`config.mk`:
```
export PLATFORM = sky130hd
export DESIGN_NAME = text_console_writer
export DESIGN_NICKNAME = d
export VERILOG_FILES = /design/src/rtl/text_console_writer_pkg.sv /design/src/rtl/text_sweep_counter.sv /design/src/rtl/text_console_writer.sv
export SDC_FILE = /design/constraint.sdc
export NUM_CORES = 1
export LEC_CHECK = 0
export ABC_AREA = 0
export CAP_MARGIN = 5
export CORE_MARGIN = 10
export CORE_UTILIZATION = 54
export CTS_BUF_LIST = sky130_fd_sc_hd__clkbuf_4
export DETAILED_ROUTE_END_ITERATION = 8
export GPL_TIMING_DRIVEN = 0
export HOLD_SLACK_MARGIN = 0.08
export PLACE_DENSITY = 0.8
export SLEW_MARGIN = 25
export SYNTH_ARGS = -nofsm -noshare
export SYNTH_HDL_FRONTEND = slang
export SYNTH_SLANG_ARGS = --single-unit
```
`constraint.sdc`:
```
create_clock -name clk -period 2.9 [get_ports clk]
set_clock_uncertainty 0.05 [all_clocks]
set_input_delay 0.87 -clock clk [delete_from_list [all_inputs] [get_ports clk]]
set_output_delay 0.87 -clock clk [all_outputs]
set_load 0.05 [all_outputs]
```
`src/rtl/text_console_writer_pkg.sv`:
```
// Shared definitions for the text console writer: default geometry,
// control-code values and the writer state encoding.
package text_console_writer_pkg;

    // Default text geometry: 1024x768 pixels with 8x16 glyphs
    localparam int TXT_WIDTH  = 128;
    localparam int TXT_HEIGHT = 48;
    localparam int TXT_CHAR_W = 8;

    // Control codes recognised by the writer
    localparam logic [7:0] TXT_BLANK = 8'h00;
    localparam logic [7:0] TXT_NL    = 8'h0A;
    localparam logic [7:0] TXT_CR    = 8'h0D;
    localparam logic [7:0] TXT_BS    = 8'h08;

    // Writer states; the encoding is also exported on the debug port
    typedef enum logic [1:0] {
        ST_IDLE       = 2'd0,
        ST_CLEAR_LINE = 2'd1,
        ST_CLEAR_ALL  = 2'd2
    } txt_state_e;

endpackage

```
`src/rtl/text_sweep_counter.sv`:
```
// Column/row counter used to sweep blank writes over either one row
// (row_only) or the whole screen in row-major order. start reloads the
// counter; step advances it; done flags the final position of the sweep.
module text_sweep_counter #(
    parameter int WIDTH  = 128,
    parameter int HEIGHT = 48,
    localparam int XW    = $clog2(WIDTH),
    localparam int YW    = $clog2(HEIGHT)
) (
    input  logic          clk,
    input  logic          rst,
    input  logic          start_i,
    input  logic          row_only_i,
    input  logic [YW-1:0] row_i,
    input  logic          step_i,
    output logic [XW-1:0] x_o,
    output logic [YW-1:0] y_o,
    output logic          done_o
);

    localparam logic [XW-1:0] X_LAST = XW'(WIDTH - 1);
    localparam logic [YW-1:0] Y_LAST = YW'(HEIGHT - 1);

    logic [XW-1:0] x_q, x_d;
    logic [YW-1:0] y_q, y_d;
    logic          row_only_q, row_only_d;

    // Next position: start wins over step; rows wrap explicitly at HEIGHT-1
    // because HEIGHT need not be a power of two.
    always_comb begin
        x_d        = x_q;
        y_d        = y_q;
        row_only_d = row_only_q;
        if (start_i) begin
            x_d        = '0;
            y_d        = row_only_i ? row_i : '0;
            row_only_d = row_only_i;
        end else if (step_i) begin
            if (x_q == X_LAST) begin
                x_d = '0;
                if (!row_only_q) begin
                    y_d = (y_q == Y_LAST) ? '0 : y_q + 1'b1;
                end
            end else begin
                x_d = x_q + 1'b1;
            end
        end
    end

    // Counter registers; reset leaves a full-screen sweep armed at (0,0)
    always_ff @(posedge clk or posedge rst) begin
        if (rst) begin
            x_q        <= '0;
            y_q        <= '0;
            row_only_q <= 1'b0;
        end else begin
            x_q        <= x_d;
            y_q        <= y_d;
            row_only_q <= row_only_d;
        end
    end

    assign x_o    = x_q;
    assign y_o    = y_q;
    assign done_o = (x_q == X_LAST) && (row_only_q || (y_q == Y_LAST));

endmodule

```
`src/rtl/text_console_writer.sv`:
```
// Terminal-style character writer feeding the write port of screen_buf.
// Places accepted codes at the cursor, handles NL/CR/BS, wraps at the
// right edge and bottom row (blanking each newly entered row) and runs a
// full-screen blanking sweep after reset and whenever clear is pulsed.
//
// Handshake: a character transfers on a rising clk edge where
// char_valid && char_ready; char_ready is combinational and is high only in
// IDLE while clear is low. There is no backpressure on the write port.
module text_console_writer
    import text_console_writer_pkg::*;
#(
    parameter int WIDTH      = TXT_WIDTH,
    parameter int HEIGHT     = TXT_HEIGHT,
    parameter int CHAR_WIDTH = TXT_CHAR_W,
    parameter logic [CHAR_WIDTH-1:0] BLANK_CHAR = CHAR_WIDTH'(TXT_BLANK),
    parameter logic [CHAR_WIDTH-1:0] NL_CHAR    = CHAR_WIDTH'(TXT_NL),
    parameter logic [CHAR_WIDTH-1:0] CR_CHAR    = CHAR_WIDTH'(TXT_CR),
    parameter logic [CHAR_WIDTH-1:0] BS_CHAR    = CHAR_WIDTH'(TXT_BS),
    localparam int XW = $clog2(WIDTH),
    localparam int YW = $clog2(HEIGHT)
) (
    input  logic                  clk,
    input  logic                  reset,
    input  logic                  clear,
    input  logic                  char_valid,
    input  logic [CHAR_WIDTH-1:0] char_in,
    output logic                  char_ready,
    output logic                  write_en,
    output logic [XW-1:0]         x,
    output logic [YW-1:0]         y,
    output logic [CHAR_WIDTH-1:0] c_out,
    output logic [XW-1:0]         cursor_x,
    output logic [YW-1:0]         cursor_y,
    output logic                  busy,
    output logic [1:0]            dbg_state_o
);

    localparam logic [XW-1:0] X_LAST = XW'(WIDTH - 1);
    localparam logic [YW-1:0] Y_LAST = YW'(HEIGHT - 1);

    txt_state_e            state_q;
    logic                  write_en_q;
    logic [XW-1:0]         x_q;
    logic [YW-1:0]         y_q;
    logic [CHAR_WIDTH-1:0] c_q;
    logic [XW-1:0]         cursor_x_q;
    logic [YW-1:0]         cursor_y_q;
    // Marks that the registered write belongs to a full-screen sweep, so
    // busy also covers the final sweep write after the FSM returns to IDLE.
    logic                  sweep_wr_q;

    logic                  accept;
    logic                  is_nl, is_cr, is_bs, is_print;
    logic [YW-1:0]         cursor_y_inc;

    logic                  cnt_start, cnt_row_only, cnt_step, cnt_done;
    logic [XW-1:0]         cnt_x;
    logic [YW-1:0]         cnt_y;

    assign char_ready   = (state_q == ST_IDLE) && !clear;
    assign accept       = char_valid && char_ready;
    assign is_nl        = (char_in == NL_CHAR);
    assign is_cr        = (char_in == CR_CHAR);
    assign is_bs        = (char_in == BS_CHAR);
    assign is_print     = !(is_nl || is_cr || is_bs);
    assign cursor_y_inc = (cursor_y_q == Y_LAST) ? '0 : cursor_y_q + 1'b1;

    // Sweep counter control: clear restarts a full sweep; entering a new
    // row arms a single-row sweep; both clear states step every cycle.
    always_comb begin
        cnt_start    = 1'b0;
        cnt_row_only = 1'b0;
        cnt_step     = 1'b0;
        if (clear) begin
            cnt_start = 1'b1;
        end else begin
            case (state_q)
                ST_IDLE: begin
                    if (accept && (is_nl || (is_print && cursor_x_q == X_LAST))) begin
                        cnt_start    = 1'b1;
                        cnt_row_only = 1'b1;
                    end
                end
                ST_CLEAR_LINE, ST_CLEAR_ALL: cnt_step = 1'b1;
                default: ;
            endcase
        end
    end

    text_sweep_counter #(
        .WIDTH  (WIDTH),
        .HEIGHT (HEIGHT)
    ) u_sweep (
        .clk        (clk),
        .rst        (reset),
        .start_i    (cnt_start),
        .row_only_i (cnt_row_only),
        .row_i      (cursor_y_inc),
        .step_i     (cnt_step),
        .x_o        (cnt_x),
        .y_o        (cnt_y),
        .done_o     (cnt_done)
    );

    // Writer FSM with registered write port and cursor
    always_ff @(posedge clk or posedge reset) begin
        if (reset) begin
            state_q    <= ST_CLEAR_ALL;
            write_en_q <= 1'b0;
            x_q        <= '0;
            y_q        <= '0;
            c_q        <= BLANK_CHAR;
            cursor_x_q <= '0;
            cursor_y_q <= '0;
            sweep_wr_q <= 1'b0;
        end else begin
            write_en_q <= 1'b0;
            sweep_wr_q <= 1'b0;
            if (clear) begin
                state_q    <= ST_CLEAR_ALL;
                cursor_x_q <= '0;
                cursor_y_q <= '0;
            end else begin
                case (state_q)
                    ST_IDLE: begin
                        if (accept) begin
                            if (is_nl) begin
                                cursor_x_q <= '0;
                                cursor_y_q <= cursor_y_inc;
                                state_q    <= ST_CLEAR_LINE;
                            end else if (is_cr) begin
                                cursor_x_q <= '0;
                            end else if (is_bs) begin
                                if (cursor_x_q != '0) begin
                                    cursor_x_q <= cursor_x_q - 1'b1;
                                    write_en_q <= 1'b1;
                                    x_q        <= cursor_x_q - 1'b1;
                                    y_q        <= cursor_y_q;
                                    c_q        <= BLANK_CHAR;
                                end
                            end else begin
                                write_en_q <= 1'b1;
                                x_q        <= cursor_x_q;
                                y_q        <= cursor_y_q;
                                c_q        <= char_in;
                                if (cursor_x_q == X_LAST) begin
                                    cursor_x_q <= '0;
                                    cursor_y_q <= cursor_y_inc;
                                    state_q    <= ST_CLEAR_LINE;
                                end else begin
                                    cursor_x_q <= cursor_x_q + 1'b1;
                                end
                            end
                        end
                    end
                    ST_CLEAR_LINE: begin
                        write_en_q <= 1'b1;
                        x_q        <= cnt_x;
                        y_q        <= cnt_y;
                        c_q        <= BLANK_CHAR;
                        if (cnt_done) begin
                            state_q <= ST_IDLE;
                        end
                    end
                    ST_CLEAR_ALL: begin
                        write_en_q <= 1'b1;
                        sweep_wr_q <= 1'b1;
                        x_q        <= cnt_x;
                        y_q        <= cnt_y;
                        c_q        <= BLANK_CHAR;
                        cursor_x_q <= '0;
                        cursor_y_q <= '0;
                        if (cnt_done) begin
                            state_q <= ST_IDLE;
                        end
                    end
                    default: state_q <= ST_IDLE;
                endcase
            end
        end
    end

    assign write_en    = write_en_q;
    assign x           = x_q;
    assign y           = y_q;
    assign c_out       = c_q;
    assign cursor_x    = cursor_x_q;
    assign cursor_y    = cursor_y_q;
    assign busy        = (state_q == ST_CLEAR_ALL) || sweep_wr_q;
    assign dbg_state_o = state_q;

endmodule

```
# Word-level counts from Yosys, hierarchy flattened
# Index checks and enable logic that the tools add are counted.
dict set report word_totals {
  register_bits 52
  input_bits 12
  out_inout_bits 39
  word_cells 126
}
dict set report op_classes {
  addsub 5
  n_eq_ne 20
  n_mux 65
  n_bitwise 1
  n_reduce_logical 24
}
# cell n
set op_table {}
lappend op_table {{two-way mux 6 bit} 18}
lappend op_table {{two-way mux 7 bit} 14}
lappend op_table {{two-way mux 8 bit} 5}
lappend op_table {{case mux 7 bit (2 select lines)} 2}
lappend op_table {{equality test 8 x 4 -> 1 bit, second input constant} 3}
lappend op_table {{case mux 6 bit (2 select lines)} 2}
lappend op_table {{case mux 8 bit (2 select lines)} 1}
lappend op_table {{adder 7 x 1 -> 7 bit, second input constant} 2}
lappend op_table {{equality test 7 bit, second input constant} 2}
lappend op_table {{two-way mux 1 bit} 14}
lappend op_table {{two-way mux 2 bit} 7}
lappend op_table {{adder 6 x 1 -> 6 bit, second input constant} 2}
lappend op_table {{equality test 6 bit, second input constant} 2}
lappend op_table {{AND reduction 5 bit} 2}
lappend op_table {{!= test 2 bit, second input constant} 4}
lappend op_table {{!= test 4 bit, second input constant} 2}
lappend op_table {{nonzero test 7 bit} 1}
lappend op_table {{subtractor 7 x 1 -> 7 bit, second input constant} 1}
lappend op_table {{!= test 6 x 5 -> 1 bit, second input constant} 1}
lappend op_table {{AND reduction 3 bit} 2}
lappend op_table {{AND reduction 6 bit} 1}
lappend op_table {{nonzero test 2 bit} 3}
lappend op_table {{logical AND 1 bit} 5}
lappend op_table {{logical OR 1 bit} 5}
lappend op_table {{13 further kinds} 14}

# Longest topological paths before layout
# Gate-level depths: netlist of run 1.
dict set report depth {
  depth_word 12
  mapped_depth 8
}

# Modules after synthesis
# Synthesis of run 1 repeated with hierarchy kept, for this count alone.
dict set report unflattened {
  cells_unflattened 332
  area_unflattened_um2 3352.0
}
# module instances cells_each area_each_um2 seq_area_each_um2
set by_module_without_submodules {}
lappend by_module_without_submodules {text_console_writer 1 249 2546.2 952.2}
lappend by_module_without_submodules {text_sweep_counter 1 83 805.8 350.3}

# Worst setup path after synthesis of run 1
# OpenSTA, ideal clock, no wires.
dict set report synth_path {
  path_kind {input to output}
  start {input port clear}
  end {output port char_ready}
  arrival_time_ps 1862
  t_required_ps 1980
  setup_slack_ps 118
  stages 2
  n_path_buf 1
  path_cell_list {clkbuf_1 -> nor2_1}
}
dict set report synth_via {
  elab_chain_len 2
}
# item line_no
set synth_lines {}
lappend synth_lines {{start: declaration} text_console_writer.sv:24} ;# input logic clear,
lappend synth_lines {{zero test 1 bit} text_console_writer.sv:60} ;# assign char_ready = (state_q == ST_IDLE) && !clear;
lappend synth_lines {{logical AND 1 bit} text_console_writer.sv:60}
lappend synth_lines {{end: declaration} text_console_writer.sv:27} ;# output logic char_ready,
# Every way passes these cells.

# Final worst setup path of run 1
# Ends and elaborated chain as after synthesis.

==> run_results.csv, run 1 <==
group,metric,value,unit
timing,fin_setup_tns,0,ns
critical_path,crit_path_start_kind,"primary input",
finish,area_growth,20.2,%
floorplan,num_rows,28,
grt,overflow,0,
floorplan,core_area,5960,um^2
grt,track_usage,17.4,%
critical_path,path_class,"primary input to output pin",
hold_path,hold_start,"x[4]$_DFFE_PP0P_",
timing,finalSetupViolations,0,
timing,rsz0062_at_grt,"no",
pwr,pwr_density_cell,456,nW/um^2
pwr,power.switching,0.707,mW
pwr,ir_drop,0.000381,V
clock_network,numCtsBuffers,5,
synth,syn_area,3320,um^2
pwr,seq_power_share,46.1,%
grt,antenna_found_initial,0,
clock_network,clk_pin_slew_worst_paths,0.15,ns
route,wire_per_inst,17.8,um
synth,synthFlopType,"dfrtp_1",
synth,syn_nets,370,
synth,synth_top_area_share,38.4,%
critical_path,rr_startpoint,"dbg_state_o[1]$_DFFE_PP1P_",
pwr,p_int,1.11,mW
timing,max_slew.worst_pin.slew,0.826,ns
route,wl,8510,um
clock_network,cts_root_buf,"clkbuf_4",
finish,antenna_cells,0,
route,drt-pass1-iter-count,5,
timing,finalHoldViolCount,0,
clock_network,cts.path.max_buffers,2,
route,viasPerCell,6.08,
pwr,swShare,38.9,%
run,max-cap-violations,0,
synth,ys_ff_latch,52,
finish,final_cell_mix,"dfrtp_1, clkdlybuf4s50_1, a21oi_1",
finish,fin_area,3990,um^2
status,outcome,"finished, final reports clean",
grt,grt_pass1_vias,2832,
route,vias,2914,
synth,seq_area_frac_synth,39.2,%
synth,yosysWarnings,0,
critical_path,cp_max_fo,10,
pwr,total_power,1.82,mW
finish,final_util,67.1,%
timing,setup_ws,0.0309,ns
clock_network,ctsHoldBuffers,0,
timing,fmax,0.349,GHz
finish,final_cell_count_no_fill,479,
clock_network,clock_latency,0.37,ns
grt,grt_first_pass_wirelength,14300,um
critical_path,path_cells,"clkdlybuf4s50_1 -> buf_2 -> nor2_4 -> buf_4",
clock_network,cts.sinks,52,
floorplan,start_util,55.8,%
floorplan,dieArea,9690,um^2
synth,synth_area_leaders,"dfrtp_1, mux2i_1, mux2_1",
critical_path,crit_family,"buffers and inverters",
synth,synth_cell_type_count,60,
timing,hold_ws,0.455,ns
placement,place_congestion,0.877,
pwr,combPwrFrac,36.5,%
placement,dpl.hpwl,6450,um
critical_path,worstPathArrival,1.95,ns
floorplan,fp.dieW,98.4,um
floorplan,io_pins,51,
critical_path,crit_path_top_delay_cell,"clkdlybuf4s50_1",
synth,yosys.area.top_type,"dfrtp_1",
critical_path,endpoint_kind,"output pin",
critical_path,max_stage_delay,0.46,ns
placement,post-place-ws,-0.775,ns
synth,synthArstFlopShare,100,%
grt,grt_max_degree,53,
pwr,pwr-share-clk,17.4,%
clock_network,cts_tree,"yes",
timing,slew_headroom,44.5,%
route,initialDrtViolationCount,181,
timing,min_period_over_period,98.9,%
placement,place_area,3900,um^2
finish,drive_gt1_share,13.1,%
route,drc,0,
timing,final_max_slew_viol_count,0,
synth,syn_inst,349,
hold_path,worstHoldPathType,"flop to flop",
placement,dp_cells,472,
synth,synth_edf_count,0,
synth,avgSynthCellArea,9.52,um^2
pwr,p_leak,1.72,nW
critical_path,crit_start,"clear",
floorplan,die_h,98.4,um
clock_network,htreeDepth,2,
critical_path,cp_num_buf_inv,3,
critical_path,critical_path_required,1.98,ns
finish,layout.nets,425,
route,ant_nets,0,
finish,final_common_cell,"dfrtp_1",
placement,portBuffers,48,
timing,layout_min_cycle_time,2.87,ns
-- layer usage --
metal	global-route usage (%)	wire length, um	up-vias
li1	-	-	1392
met1	23.4	3890	1427
met2	27.9	4060	85
met3	3.35	463	10
met4	4.19	103	0
met5	0	0	-
-- cell usage after synthesis (4+ instances only) --
cell type	number
nor3b_1	7
xor2_1	6
mux2i_1	15
inv_1	10
a31oi_1	7
or2_2	5
ha_1	9
nand4_1	4
nor2b_1	18
mux2_2	7
o21ai_0	17
a22o_1	8
nand2b_1	7
nand3_1	14
dfrtp_1	51
nor3_1	11
mux2_1	11
xnor2_1	4
nor2_1	19
clkbuf_1	8
or3_1	4
a21oi_1	23
nor4_1	5
buf_2	6
nand2_1	20
and3_1	4
-- cells by family after synthesis --
| kind of cell | Yosys count | synth area share [%] |
|---|---|---|
| and+or+nand+nor | 135 | 23.8 |
| AOI/OAI and AO/OA | 83 | 16.4 |
| DFF | 52 | 39.2 |
| muxes | 33 | 10.6 |
| buffers and inverters | 27 | 3.95 |
| xor gates and xnor gates | 10 | 2.64 |
| adders and majority gates | 9 | 3.39 |
-- state kept, by name, indices dropped and copies added, names as in the netlist --
name	count
x	7
u_sweep.row_only_q	1
u_sweep.x_o	7
y	6
dbg_state_o	2
cursor_y	6
write_en	1
c_out	8
cursor_x	7
sweep_wr_q	1
u_sweep.y_o	6
-- area by class of cell --
type,instances,area [um^2]
tap,75,93.8
multi-input combinational,270,1930
sequential,52,1300
buffer,17,97.6
inverter,10,40.0
clock inverter,2,12.5
fill,510,1960
clock buffer,5,37.5
timing repair buffer,48,479
-- power by group through the flow --
stage | Clock (mW) | Sequential, mW | Combinational, mW
2_1_floorplan | 0 | 1.07 | 0.225
3_3_place_gp | 0 | 0.850 | 0.654
3_5_place_dp | 0 | 0.854 | 0.665
4_1_cts | 0.331 | 0.841 | 0.666
5_1_grt | 0.361 | 0.850 | 0.708
6_report | 0.316 | 0.839 | 0.664
-- path summary, 6_finish.rpt --
| path | to | slack, ns | depth (start not counted) |
|---|---|---|---|
| hold / removal | x[4]$_DFFE_PP0P_ | 0.46 | 1 |
| max in group asynchronous | cursor_x[4]$_DFFE_PP0P_ | 1.49 | 2 |
| setup reg to reg | c_out[6]$_DFFE_PP0P_ | 0.19 | 8 |
| hold reg to reg | x[4]$_DFFE_PP0P_ | 0.46 | 1 |
| min in group asynchronous | y[1]$_DFFE_PP0P_ | 0.88 | 2 |
| setup / recovery | char_ready | 0.03 | 4 |
-- worst register-to-register path, cell delays in order (launching register included) --
cell      delay [ns]
dfstp_2         0.58
inv_1           0.07
ha_1            0.31
clkbuf_1        0.38
nand2_1         0.16
o211ai_1        0.30
nand2_2         0.22
buf_6           0.21
mux2_1          0.32
-- repair_timing --
item / in CTS / in global routing
endpoints found under the setup margin: 3 / 27
resized for setup: 14 / 8
pin swaps: 0 / 0
gates cloned: 0 / 0
setup buffers: 0 / 0
Power figures use the tool's default switching activity.
==> run 2: changes to the inputs <==
Settings changed: GPL_ROUTABILITY_DRIVEN set to 0, TNS_END_PERCENT set to 20.
==> run_results.csv, run 2 (synthesis gave the netlist of run 1 again) <==
group,metric,value,unit
status,outcome,"finished, final reports clean",
placement,dp_cells,472,
route,viasPerCell,6.04,
grt,overflow,0,
clock_network,cts.path.max_buffers,2,
route,drt-pass1-iter-count,6,
critical_path,path_class,"primary input to output pin",
pwr,p_leak,1.73,nW
floorplan,start_util,55.8,%
timing,slew_headroom,45.1,%
clock_network,cts_root_buf,"clkbuf_4",
timing,final_max_slew_viol_count,0,
route,ant_nets,0,
critical_path,max_stage_delay,0.47,ns
critical_path,crit_path_top_delay_cell,"clkdlybuf4s50_1",
critical_path,cp_num_buf_inv,3,
timing,max_slew.worst_pin.slew,0.817,ns
grt,track_usage,17.1,%
grt,antenna_found_initial,0,
critical_path,cp_max_fo,10,
hold_path,hold_start,"x[4]$_DFFE_PP0P_",
route,initialDrtViolationCount,189,
run,max-cap-violations,0,
finish,final_cell_mix,"dfrtp_1, clkdlybuf4s50_1, a21oi_1",
critical_path,worstPathArrival,1.96,ns
critical_path,path_cells,"clkdlybuf4s50_1 -> buf_2 -> nor2_4 -> buf_4",
route,wire_per_inst,17.6,um
grt,grt_pass1_vias,2847,
critical_path,critical_path_required,1.98,ns
hold_path,worstHoldPathType,"flop to flop",
clock_network,clk_pin_slew_worst_paths,0.15,ns
critical_path,crit_family,"buffers and inverters",
route,vias,2898,
finish,largest_reg_flops,8,
floorplan,io_pins,51,
grt,grt_max_degree,53,
floorplan,fp.dieW,98.4,um
floorplan,num_rows,28,
timing,min_period_over_period,99.3,%
clock_network,clock_latency,0.38,ns
pwr,ir_drop,0.000349,V
critical_path,rr_startpoint,"cursor_x[4]$_DFFE_PP0P_",
route,drc,0,
route,wl,8470,um
finish,area_growth,20.8,%
clock_network,numCtsBuffers,5,
critical_path,endpoint_kind,"output pin",
finish,drive_gt1_share,13.8,%
clock_network,cts_setup_buffers,0,
finish,final_cell_count_no_fill,480,
finish,final_util,67.4,%
timing,layout_min_cycle_time,2.88,ns
timing,finalHoldViolCount,0,
finish,layout.nets,425,
pwr,pwr_density_cell,458,nW/um^2
clock_network,cts_tree,"yes",
floorplan,dieArea,9690,um^2
timing,finalSetupViolations,0,
timing,rsz0062_at_grt,"yes",
placement,portBuffers,48,
critical_path,crit_path_start_kind,"primary input",
floorplan,core_area,5960,um^2
critical_path,crit_start,"clear",
finish,final_common_cell,"dfrtp_1",
clock_network,ctsHoldBuffers,0,
clock_network,htreeDepth,2,
placement,dpl.hpwl,6420,um
clock_network,cts.sinks,52,
timing,fmax,0.347,GHz
floorplan,die_h,98.4,um
finish,antenna_cells,0,
grt,grt_first_pass_wirelength,14000,um
==> run 2: power breakdown <==
part | internal (mW) | switching, mW
Clock | 0.102 | 0.232
Combinational | 0.230 | 0.434
Sequential | 0.794 | 0.0453
==> run 2: what timing repair did <==
| action | CTS | global route |
|---|---|---|
| gates resized for setup | 12 | 12 |
| pin swaps | 0 | 0 |
| gates cloned | 0 | 0 |
| endpoints found under the setup margin | 3 | 16 |
| hold endpoints to repair | 0 | 0 |
==> run 2: worst paths after layout <==
path                                   endpoint  slack, ns  depth (start not counted)
max reg2reg                c_out[2]$_DFFE_PP0P_       0.38                          7
min                            x[4]$_DFFE_PP0P_       0.45                          1
max                                  char_ready       0.02                          4
min reg2reg                    x[4]$_DFFE_PP0P_       0.45                          1
min in group asynchronous      y[1]$_DFFE_PP0P_       0.87                          2
max in group asynchronous  c_out[6]$_DFFE_PP0P_       1.52                          2
==> run 2: cell type report <==
type,count,area [um^2]
well taps,75,93.8
clock buffers,6,45.0
multi-input cells,270,1940
clock inverters,2,11.3
inverters,10,40.0
fillers,497,1940
plain buffers,17,98.8
repair buffers,48,484
flip-flops and latches,52,1300
==> run 2: metal layers <==
layer	wire length [um]	global-route usage, %
met5	0	0
met4	116	5.40
met3	440	3.35
met2	4150	28.0
met1	3760	22.2
==> run 2: through the flow <==
step	hold slack [ns]	area, um^2	worst slack, ns	power (mW)	TNS, ns
after global placement	0.424	3900	-0.816	1.50	-25.09
after detailed placement	0.426	3900	-0.785	1.52	-12.63
after global routing	0.495	4010	-0.0131	1.93	-0.0131
after CTS	0.464	3970	0.00383	1.85	0
final	0.455	4010	0.0196	1.84	0
after floorplan	0.457	3320	0.118	1.29	0
==> run 3: changes to the inputs <==
Settings changed: CAP_MARGIN 5 to 20, CTS_CLUSTER_SIZE set to 12.
==> results of run 3 <==
The final DEF is identical to that of run 2; final timing and power are the same.
